## src/rtl/alu_arbiter.sv

```systemverilog
// -----------------------------------------------------------------------------
// alu_arbiter
//
// Purpose:
//    Shares one external combinational ALU between two requesters. A request
//    is accepted with a valid/ready handshake, granted round-robin when both
//    requesters compete, executed for one cycle against the ALU, and its
//    result is held in a response register until the consumer takes it.
//
//    Sequence per operation: IDLE (grant) -> EXEC (ALU evaluates) -> RESP.
//    Peak throughput is one operation every three cycles.
//
// Ports:
//    clk                 clock, all state changes on the rising edge
//    rst_n               asynchronous active-low reset
//    i_req_valid[1:0]    bit i: requester i presents an operation
//    o_req_ready[1:0]    bit i: requester i's operation is accepted this cycle
//    i_req_opd1..4       slice [i*W +: W]: operands of requester i
//    i_req_mux1_sel[1:0] bit i: compare-operand select of requester i
//    i_req_mux2_sel[3:0] [2i+1:2i]: result select of requester i
//    i_req_op[7:0]       [4i+3:4i]: ALU op of requester i
//    o_alu_opd1..4       operands driven to the ALU (from operation register)
//    o_alu_mux1_select   compare-operand select driven to the ALU
//    o_alu_mux2_select   result select driven to the ALU
//    o_alu_op_select     op select driven to the ALU
//    i_alu_result        ALU result for the driven operation
//    i_comp_result       ALU zero-extended compare result
//    o_rsp_valid         response available
//    i_rsp_ready         consumer accepts the response
//    o_rsp_id            requester that owns the response
//    o_rsp_result        captured ALU result
//    o_rsp_comp          captured compare result
// -----------------------------------------------------------------------------
module alu_arbiter #(
   parameter int OPERAND_LENGTH = 32
) (
   input  logic                          clk,
   input  logic                          rst_n,

   input  logic [1:0]                    i_req_valid,
   output logic [1:0]                    o_req_ready,
   input  logic [2*OPERAND_LENGTH-1:0]   i_req_opd1,
   input  logic [2*OPERAND_LENGTH-1:0]   i_req_opd2,
   input  logic [2*OPERAND_LENGTH-1:0]   i_req_opd3,
   input  logic [2*OPERAND_LENGTH-1:0]   i_req_opd4,
   input  logic [1:0]                    i_req_mux1_sel,
   input  logic [3:0]                    i_req_mux2_sel,
   input  logic [7:0]                    i_req_op,

   output logic [OPERAND_LENGTH-1:0]     o_alu_opd1,
   output logic [OPERAND_LENGTH-1:0]     o_alu_opd2,
   output logic [OPERAND_LENGTH-1:0]     o_alu_opd3,
   output logic [OPERAND_LENGTH-1:0]     o_alu_opd4,
   output logic                          o_alu_mux1_select,
   output logic [1:0]                    o_alu_mux2_select,
   output logic [3:0]                    o_alu_op_select,
   input  logic [OPERAND_LENGTH-1:0]     i_alu_result,
   input  logic [OPERAND_LENGTH-1:0]     i_comp_result,

   output logic                          o_rsp_valid,
   input  logic                          i_rsp_ready,
   output logic                          o_rsp_id,
   output logic [OPERAND_LENGTH-1:0]     o_rsp_result,
   output logic [OPERAND_LENGTH-1:0]     o_rsp_comp
);

   localparam int W = OPERAND_LENGTH;

   typedef enum logic [1:0] {
      S_IDLE = 2'd0,
      S_EXEC = 2'd1,
      S_RESP = 2'd2
   } state_t;

   // ------------------------------------------------------------------------
   // Per-requester views of the packed request buses
   // ------------------------------------------------------------------------
   logic [W-1:0] w_opd1     [2];
   logic [W-1:0] w_opd2     [2];
   logic [W-1:0] w_opd3     [2];
   logic [W-1:0] w_opd4     [2];
   logic         w_mux1_sel [2];
   logic [1:0]   w_mux2_sel [2];
   logic [3:0]   w_op       [2];

   genvar gi;
   generate
      for (gi = 0; gi < 2; gi++) begin : g_unpack
         assign w_opd1[gi]     = i_req_opd1[gi*W +: W];
         assign w_opd2[gi]     = i_req_opd2[gi*W +: W];
         assign w_opd3[gi]     = i_req_opd3[gi*W +: W];
         assign w_opd4[gi]     = i_req_opd4[gi*W +: W];
         assign w_mux1_sel[gi] = i_req_mux1_sel[gi];
         assign w_mux2_sel[gi] = i_req_mux2_sel[2*gi +: 2];
         assign w_op[gi]       = i_req_op[4*gi +: 4];
      end
   endgenerate

   // ------------------------------------------------------------------------
   // State and registers
   // ------------------------------------------------------------------------
   state_t       r_state;
   logic         r_last_grant;

   // Operation register: the only source of the alu_* outputs.
   logic [W-1:0] r_op_opd1;
   logic [W-1:0] r_op_opd2;
   logic [W-1:0] r_op_opd3;
   logic [W-1:0] r_op_opd4;
   logic         r_op_mux1_sel;
   logic [1:0]   r_op_mux2_sel;
   logic [3:0]   r_op_code;
   logic         r_op_id;

   // Response register.
   logic         r_rsp_valid;
   logic         r_rsp_id;
   logic [W-1:0] r_rsp_result;
   logic [W-1:0] r_rsp_comp;

   // ------------------------------------------------------------------------
   // Grant decision (IDLE only)
   // ------------------------------------------------------------------------
   logic       w_grant;
   logic       w_grant_id;
   logic [1:0] w_ready;

   always_comb begin
      w_grant    = 1'b0;
      w_grant_id = 1'b0;
      if (r_state == S_IDLE) begin
         case (i_req_valid)
            2'b01: begin
               w_grant    = 1'b1;
               w_grant_id = 1'b0;
            end
            2'b10: begin
               w_grant    = 1'b1;
               w_grant_id = 1'b1;
            end
            2'b11: begin
               // Contention: the requester that did not win last time.
               w_grant    = 1'b1;
               w_grant_id = ~r_last_grant;
            end
            default: begin
               w_grant    = 1'b0;
               w_grant_id = 1'b0;
            end
         endcase
      end
   end

   always_comb begin
      w_ready = 2'b00;
      if (w_grant) begin
         w_ready[w_grant_id] = 1'b1;
      end
   end

   // The state register already reads IDLE while reset is held, so ready is
   // explicitly masked to keep requesters from seeing an acceptance that the
   // flops will not act on.
   assign o_req_ready = rst_n ? w_ready : 2'b00;

   // ------------------------------------------------------------------------
   // FSM with registered outputs
   // ------------------------------------------------------------------------
   always_ff @(posedge clk or negedge rst_n) begin
      if (!rst_n) begin
         r_state       <= S_IDLE;
         r_last_grant  <= 1'b1;   // requester 0 wins the first contention
         r_op_opd1     <= '0;
         r_op_opd2     <= '0;
         r_op_opd3     <= '0;
         r_op_opd4     <= '0;
         r_op_mux1_sel <= 1'b0;
         r_op_mux2_sel <= 2'b00;
         r_op_code     <= 4'h0;
         r_op_id       <= 1'b0;
         r_rsp_valid   <= 1'b0;
         r_rsp_id      <= 1'b0;
         r_rsp_result  <= '0;
         r_rsp_comp    <= '0;
      end else begin
         case (r_state)
            S_IDLE: begin
               if (w_grant) begin
                  r_op_opd1     <= w_opd1[w_grant_id];
                  r_op_opd2     <= w_opd2[w_grant_id];
                  r_op_opd3     <= w_opd3[w_grant_id];
                  r_op_opd4     <= w_opd4[w_grant_id];
                  r_op_mux1_sel <= w_mux1_sel[w_grant_id];
                  r_op_mux2_sel <= w_mux2_sel[w_grant_id];
                  r_op_code     <= w_op[w_grant_id];
                  r_op_id       <= w_grant_id;
                  r_last_grant  <= w_grant_id;
                  r_state       <= S_EXEC;
               end
            end

            S_EXEC: begin
               // The ALU has seen the operation register for a full cycle.
               r_rsp_result <= i_alu_result;
               r_rsp_comp   <= i_comp_result;
               r_rsp_id     <= r_op_id;
               r_rsp_valid  <= 1'b1;
               r_state      <= S_RESP;
            end

            S_RESP: begin
               if (i_rsp_ready) begin
                  r_rsp_valid <= 1'b0;
                  r_state     <= S_IDLE;
               end
            end

            default: begin
               r_rsp_valid <= 1'b0;
               r_state     <= S_IDLE;
            end
         endcase
      end
   end

   // ------------------------------------------------------------------------
   // Outputs
   // ------------------------------------------------------------------------
   assign o_alu_opd1        = r_op_opd1;
   assign o_alu_opd2        = r_op_opd2;
   assign o_alu_opd3        = r_op_opd3;
   assign o_alu_opd4        = r_op_opd4;
   assign o_alu_mux1_select = r_op_mux1_sel;
   assign o_alu_mux2_select = r_op_mux2_sel;
   assign o_alu_op_select   = r_op_code;

   assign o_rsp_valid  = r_rsp_valid;
   assign o_rsp_id     = r_rsp_id;
   assign o_rsp_result = r_rsp_result;
   assign o_rsp_comp   = r_rsp_comp;

endmodule

```

## config.mk

```make
export PLATFORM = sky130hd
export DESIGN_NAME = alu_arbiter
export DESIGN_NICKNAME = d
export VERILOG_FILES = /design/src/rtl/alu_arbiter.sv
export SDC_FILE = /design/constraint.sdc
export NUM_CORES = 1
export LEC_CHECK = 0
export ABC_CLOCK_PERIOD_IN_PS = 2100
export BUFFER_PORTS_ARGS = -buffer_cell sky130_fd_sc_hd__buf_2
export CORE_AREA = 2 2 211 213
export CTS_CLUSTER_SIZE = 16
export DETAILED_ROUTE_END_ITERATION = 7
export DIE_AREA = 0 0 213 215
export PLACE_DENSITY_LB_ADDON = 0.2
export SYNTH_ARGS = -nofsm -noshare
export SYNTH_HDL_FRONTEND = slang
export SYNTH_SLANG_ARGS = --single-unit
```

## constraint.sdc

```tcl
create_clock -name clk -period 2.1 [get_ports clk]
set_input_delay 0.42 -clock clk [delete_from_list [all_inputs] [get_ports clk]]
set_output_delay 0.42 -clock clk [all_outputs]
set_load 0.02 [all_outputs]
```

Word level (Yosys, flattened, before mapping)
Index checks and enable logic that the tools add are counted.
{ "classes": {"order_cmp": 3, "eq_ne": 7, "muxes": 34, "bitwise_logic": 3, "n_reduce_logical": 6} }
{ "op_table": {"columns": ["op", "count"], "rows": [
  ["$mux 32", 12],
  ["$mux 2", 7],
  ["$mux 4", 3],
  ["$mux 1", 8],
  ["$eq 2x2->1 const B", 3],
  ["$pmux 2 s3", 1],
  ["$reduce_and 2->1", 3],
  ["$eq 2x1->1 const B", 2],
  ["$ne 2x2->1 const B", 2],
  ["$pmux 1 s3", 1],
  ["$reduce_or 3->1", 1],
  ["$ge 2x2->1 const B", 1],
  ["$logic_not 2->1", 1],
  ["$lt 1x2->1 const B", 1],
  ["$not 1->1", 2],
  ["$not 1->2", 1],
  ["$pmux 1 s2", 1],
  ["$demux 1 s1", 1],
  ["$ge 1x1->1 const B", 1],
  ["$logic_and 1x1->1", 1]
]} }
{ "word_totals": {"register_bits": 205, "input_bits": 339, "output_inout_bits": 203, "word_cells": 67} }

Depth between registers and ports, before layout
{ "depth": {"word_depth": 9, "mapped_depth": 6, "mapped_depth_nobuf": 4} }

Worst setup path after synthesis
OpenSTA, ideal clock, no wires.
{ "synth_path": {"path_type": "reg2out", "from": "register r_last_grant", "to": "output port o_req_ready[0]", "arrival_ns": 1.181, "t_required_ns": 1.680, "path_slack_ns": 0.499, "stages_incl_launch_ff": 6, "path_buffers": 2, "cell_sequence": "dfstp_2 -> nand2_1 -> nand3_1 -> buf_2 -> buf_6 -> and3_1"} }
{ "synth_via": {"elab_chain_cells": 9, "word_cells_on_any_way": 10, "cone_classes": "order compare (2); mux (6); bitwise (1); reduce/logical (1)"} }
{ "synth_rtl": {"columns": ["item", "line_no", "text"], "rows": [
  ["start, declared", "103", "logic r_last_grant;"],
  ["start signal, assigned", "197", "r_last_grant <= w_grant_id;"],
  ["$not 1->1 *", "144", "w_grant_id = ~r_last_grant;"],
  ["$pmux 1 s2 *", "132", "case (i_req_valid)"],
  ["$mux 1 *", "131", "if (r_state == S_IDLE) begin"],
  ["$lt 1x2->1 (not written as such) or $ge 1x1->1 (tied branches)", "157", "w_ready[w_grant_id] = 1'b1;"],
  ["$logic_and 1x1->1 (not written as such)", "157", null],
  ["$mux 1 (not written as such)", "157", null],
  ["$demux 1 s1 *", "157", null],
  ["$mux 2 *", "156", "if (w_grant) begin"],
  ["$mux 2 *", "164", "assign o_req_ready = rst_n ? w_ready : 2'b00;"],
  ["end, declared", "41", "output logic [1:0] o_req_ready,"]
]} }
Every way passes the cells marked *; elsewhere a longest branch is shown, timed or not.

Worst setup path after layout
{ "layout_path": {"from": "register r_state[0]", "to": "output port o_req_ready[0]"} }
{ "layout_via": {"elab_chain_cells": 8, "word_cells_on_any_way": 10, "cone_classes": "order compare (2); mux (6); reduce/logical (2)"} }
{ "layout_rtl": {"columns": ["item", "line_no", "text"], "rows": [
  ["start, declared", "102", "state_t r_state;"],
  ["start signal, assigned", "171", "r_state <= S_IDLE;"],
  ["start signal, assigned", "198", "r_state <= S_EXEC;"],
  ["start signal, assigned", "208", "r_state <= S_RESP;"],
  ["$logic_not 2->1 *", "131", null],
  ["$mux 1", "131", null],
  ["$lt 1x2->1 (not written as such) or $ge 1x1->1 (tied branches)", "157", null],
  ["$logic_and 1x1->1 (not written as such)", "157", null],
  ["$mux 1 (not written as such)", "157", null],
  ["$demux 1 s1", "157", null],
  ["$mux 2 *", "156", null],
  ["$mux 2 *", "164", null]
]} }
Marks and branches as above.

==> results.toml <==
[synthesis]
synth_top_area_share_pct = 51.62
async_flop_share_pct = 100.0
synth-edff-count = 0
synth_fp_nets = 1277
ys_types = 25
synth_xor_area_share_pct = 0
synth_fa_ha_area_share_pct = 0
ys_top_cells_by_area = "dfrtp_1 (52%), o2111ai_1 (12%), o211ai_1 (10%), mux2_2 (6.5%), inv_1 (5.2%)"
synth-compound-area-share_pct = 29.44
yosysTopAreaCell = "dfrtp_1"
netlist_area_um2 = 9889
synth.area.mux_share_pct = 7.401
synth.avg_cell_area_um2 = 10.54
seq_area_frac_synth_pct = 51.89
synth_top_family_by_area = "compound AO/OA/AOI/OAI gates"
synth_cells = 938
synth-simple-area-share_pct = 0.5693
synthFlopType = "dfrtp_1"
synth_warnings = 0
yosys_register_bits = 205

[layout]
drive_above_1_share_pct = 47.05
nets = 1768
final_cells = 2043
area_growth_pct = 41.94
fin_util_pct = 32.16

[power]
p_seq_share_pct = 31.2
p_sw_mw = 9.841
p_sw_share_pct = 44.47
p_comb_share_pct = 50.1
power.leakage_nw = 6.715
power.clock.fraction_pct = 18.7
intPower_mw = 12.29
power_density_nw_per_um2 = 1576
ir_drop_v = 0.0006566

[worst_setup_path]
rr_worst_depth = 5
cp-end-kind = "primary output"
crit_arrival_ns = 1.65
crit_fanout = 4
r2r-start = "r_state[0]$_DFFE_PN0P_"
reg2reg_slack_ns = 0.33
rr_endpoint = "o_alu_opd2[29]$_DFFE_PN0P_"
critical_path_class = "flop to primary output"
cp.required_ns = 1.68
critPathLaunchType = "flop"

[clock_tree]
clk_latency_ns = 0.54
cts-root-buf = "clkbuf_16"
cts_sinks = 205
htreeDepth = 1
cts_made_buffers = 25
cts_max_path_buffers = 3
clk_pin_slew_ns = 0.06
cts_tree = "yes"

[global_routing]
grt_pass1_wl_mm = 62.96
grt_overflow = 0
grt_use_total_pct = 17.75
grt_pass1_vias = 10054
antenna_found_initial = 11
grt_start_max_net_pins = 88

[place]
hpwl_mm = 29.21
portBuffers = 541
gp_congestion = 0.7904
dp_cells = 1987

[sta]
fmax_mhz = 482.6
final.period_utilization_pct = 98.66
hold_viol_final = 0
slew_viol_final = 0
maxSlewHeadroom_pct = 38.12
worstMarginPinSlew_ns = 0.9281
finClkSkew_ns = 0.01230
finalWorstPathRequiredPeriod_ns = 2.072
rsz0062_at_grt = "yes"
setup_violations = 0

[min_path]
min_from = "i_alu_result[24]"
hold_class = "primary input to flop"
min_path_cells = 2
hold_end = "o_rsp_result[24]$_DFFE_PN0P_"

[die]
dieWidth_um = 213
start_util_pct = 22.66
die_y_um = 215
die_area_um2 = 45800
pin_count = 542
row_count = 77
coreArea_um2 = 43640

[routing]
wl_mm = 42.57
firstDrtPassIters = 4
vias = 9949
drt_iter0_drc = 638
wl_per_cell_um = 20.84
postRouteAntennaNets = 0
via_per_inst = 4.870
drc = 0

[job]
cap_violations = 0

[run_status]
status = "finished, final reports clean"
## worst max path at each step
stage | from | end | slack [ns]
global route | r_state[0]$_DFFE_PN0P_ | o_req_ready[0] | -0.05
CTS | r_state[1]$_DFFE_PN0P_ | o_req_ready[0] | -0.003
floorplan | r_last_grant$_DFFE_PN1P_ | o_req_ready[0] | 0.50
global placement | r_last_grant$_DFFE_PN1P_ | o_alu_opd2[28]$_DFFE_PN0P_ | 0.37
finish | r_state[0]$_DFFE_PN0P_ | o_req_ready[0] | 0.03
detailed placement | r_last_grant$_DFFE_PN1P_ | o_alu_opd2[29]$_DFFE_PN0P_ | 0.34
## power groups by stage
stage / clock network [mW] / registers, mW / logic (mW)
6_report: 4.13 / 6.91 / 11.1
5_1_grt: 4.42 / 7.17 / 12.0
4_1_cts: 4.26 / 6.93 / 11.3
3_5_place_dp: 0 / 6.99 / 11.1
3_3_place_gp: 0 / 6.95 / 11.1
2_1_floorplan: 0 / 9.27 / 4.63
## worst max-delay path, stage by stage (launching register included)
cell and delay [ns]:
dfrtp_2 0.43, nor2_4 0.17, buf_6 0.12, nand3_4 0.09
and3_4 0.17, buf_6 0.13
## registers in the layout, indices dropped and copies added, names as in the netlist
| register | flops |
|---|---|
| o_alu_opd3 | 32 |
| o_alu_mux2_select | 2 |
| o_alu_mux1_select | 1 |
| o_alu_opd4 | 32 |
| r_op_id | 1 |
| r_last_grant | 1 |
| o_rsp_id | 1 |
| o_alu_opd1 | 32 |
| o_rsp_comp | 32 |
| o_rsp_result | 32 |
| r_state | 2 |
| o_rsp_valid | 1 |
| o_alu_op_select | 4 |
| o_alu_opd2 | 32 |
## cell type report
class / count / area [um2]
multi-input combinational: 486 / 3756
inverter: 137 / 516.7
tap: 592 / 740.7
sequential: 205 / 5137
fill: 4675 / 29610
clock inverter: 4 / 23.77
clock buffer: 37 / 730.7
timing repair buffer: 574 / 3112
antenna: 8 / 20.02
## synthesized netlist by cell type, types with 2 or more instances
cell / count
dfrtp_1: 204
inv_1: 136
o2111ai_1: 135
o211ai_1: 135
o21ai_0: 87
clkbuf_1: 64
mux2_2: 57
o21ai_1: 50
buf_2: 27
buf_6: 11
mux2_1: 8
buf_1: 4
buf_4: 4
a21o_1: 3
and3_1: 2
nor2_2: 2
## placed cells by master (no fill, tap or decap), drive strengths merged
| master | n |
|---|---|
| clkinv | 3 |
| o21a | 1 |
| and2 | 1 |
| nor2 | 3 |
| o21ai | 137 |
| mux2 | 65 |
| nand3 | 1 |
| o211ai | 135 |
| dlygate4sd3 | 1 |
| dfrtp | 204 |
| o2111ai | 135 |
| dfstp | 1 |
| a21o | 3 |
| buf | 573 |
| and3 | 2 |
| nand2 | 1 |
| inv | 138 |
| clkbuf | 37 |
| diode | 8 |
| or2 | 1 |
| nor2b | 1 |
## stage by stage
step | cell area [um2] | power [mW] | hold WS [ns] | TNS (ns) | setup WS (ns)
2_1_floorplan | 9889 | 13.89 | 0.1244 | 0 | 0.4988
5_1_grt | 14020 | 23.56 | 0.08095 | -0.05051 | -0.04869
3_5_place_dp | 13170 | 18.11 | 0.4706 | 0 | 0.3431
6_report | 14040 | 22.13 | 0.09647 | 0 | 0.02805
4_1_cts | 14010 | 22.46 | 0.06913 | -0.002757 | -0.002757
3_3_place_gp | 13170 | 18.01 | 0.4595 | 0 | 0.3742
## metal layers
| metal | vias up | GRT usage [%] | routed length, um |
|---|---|---|---|
| met1 | 4907 | 21.90 | 17350 |
| met4 | 6 | 5.664 | 1267 |
| met3 | 66 | 5.217 | 3843 |
| met5 | - | 0 | 41 |
| li1 | 4528 | - | - |
| met2 | 442 | 29.57 | 20070 |
## what timing repair did
action                                  4_1_cts  5_1_grt
hold buffers                                  1        0
endpoints found under the hold margin         4        0
setup buffers                                 6        0
endpoints found under the setup margin        2        2
gates resized for setup                      11        3
pin swaps                                     3        3
gates cloned                                  0        0
## kinds of logic (layout without fill, tap and decap cells)
kind of cell           Yosys count  after routing
AO/OA/AOI/OAI                  411            411
buffers and inverters          247            752
flip-flops                     205            205
multiplexers                    65             65
other                            0              8
AND/OR/NAND/NOR                 10             10
Note: power is estimated with default switching activity, not from simulation.
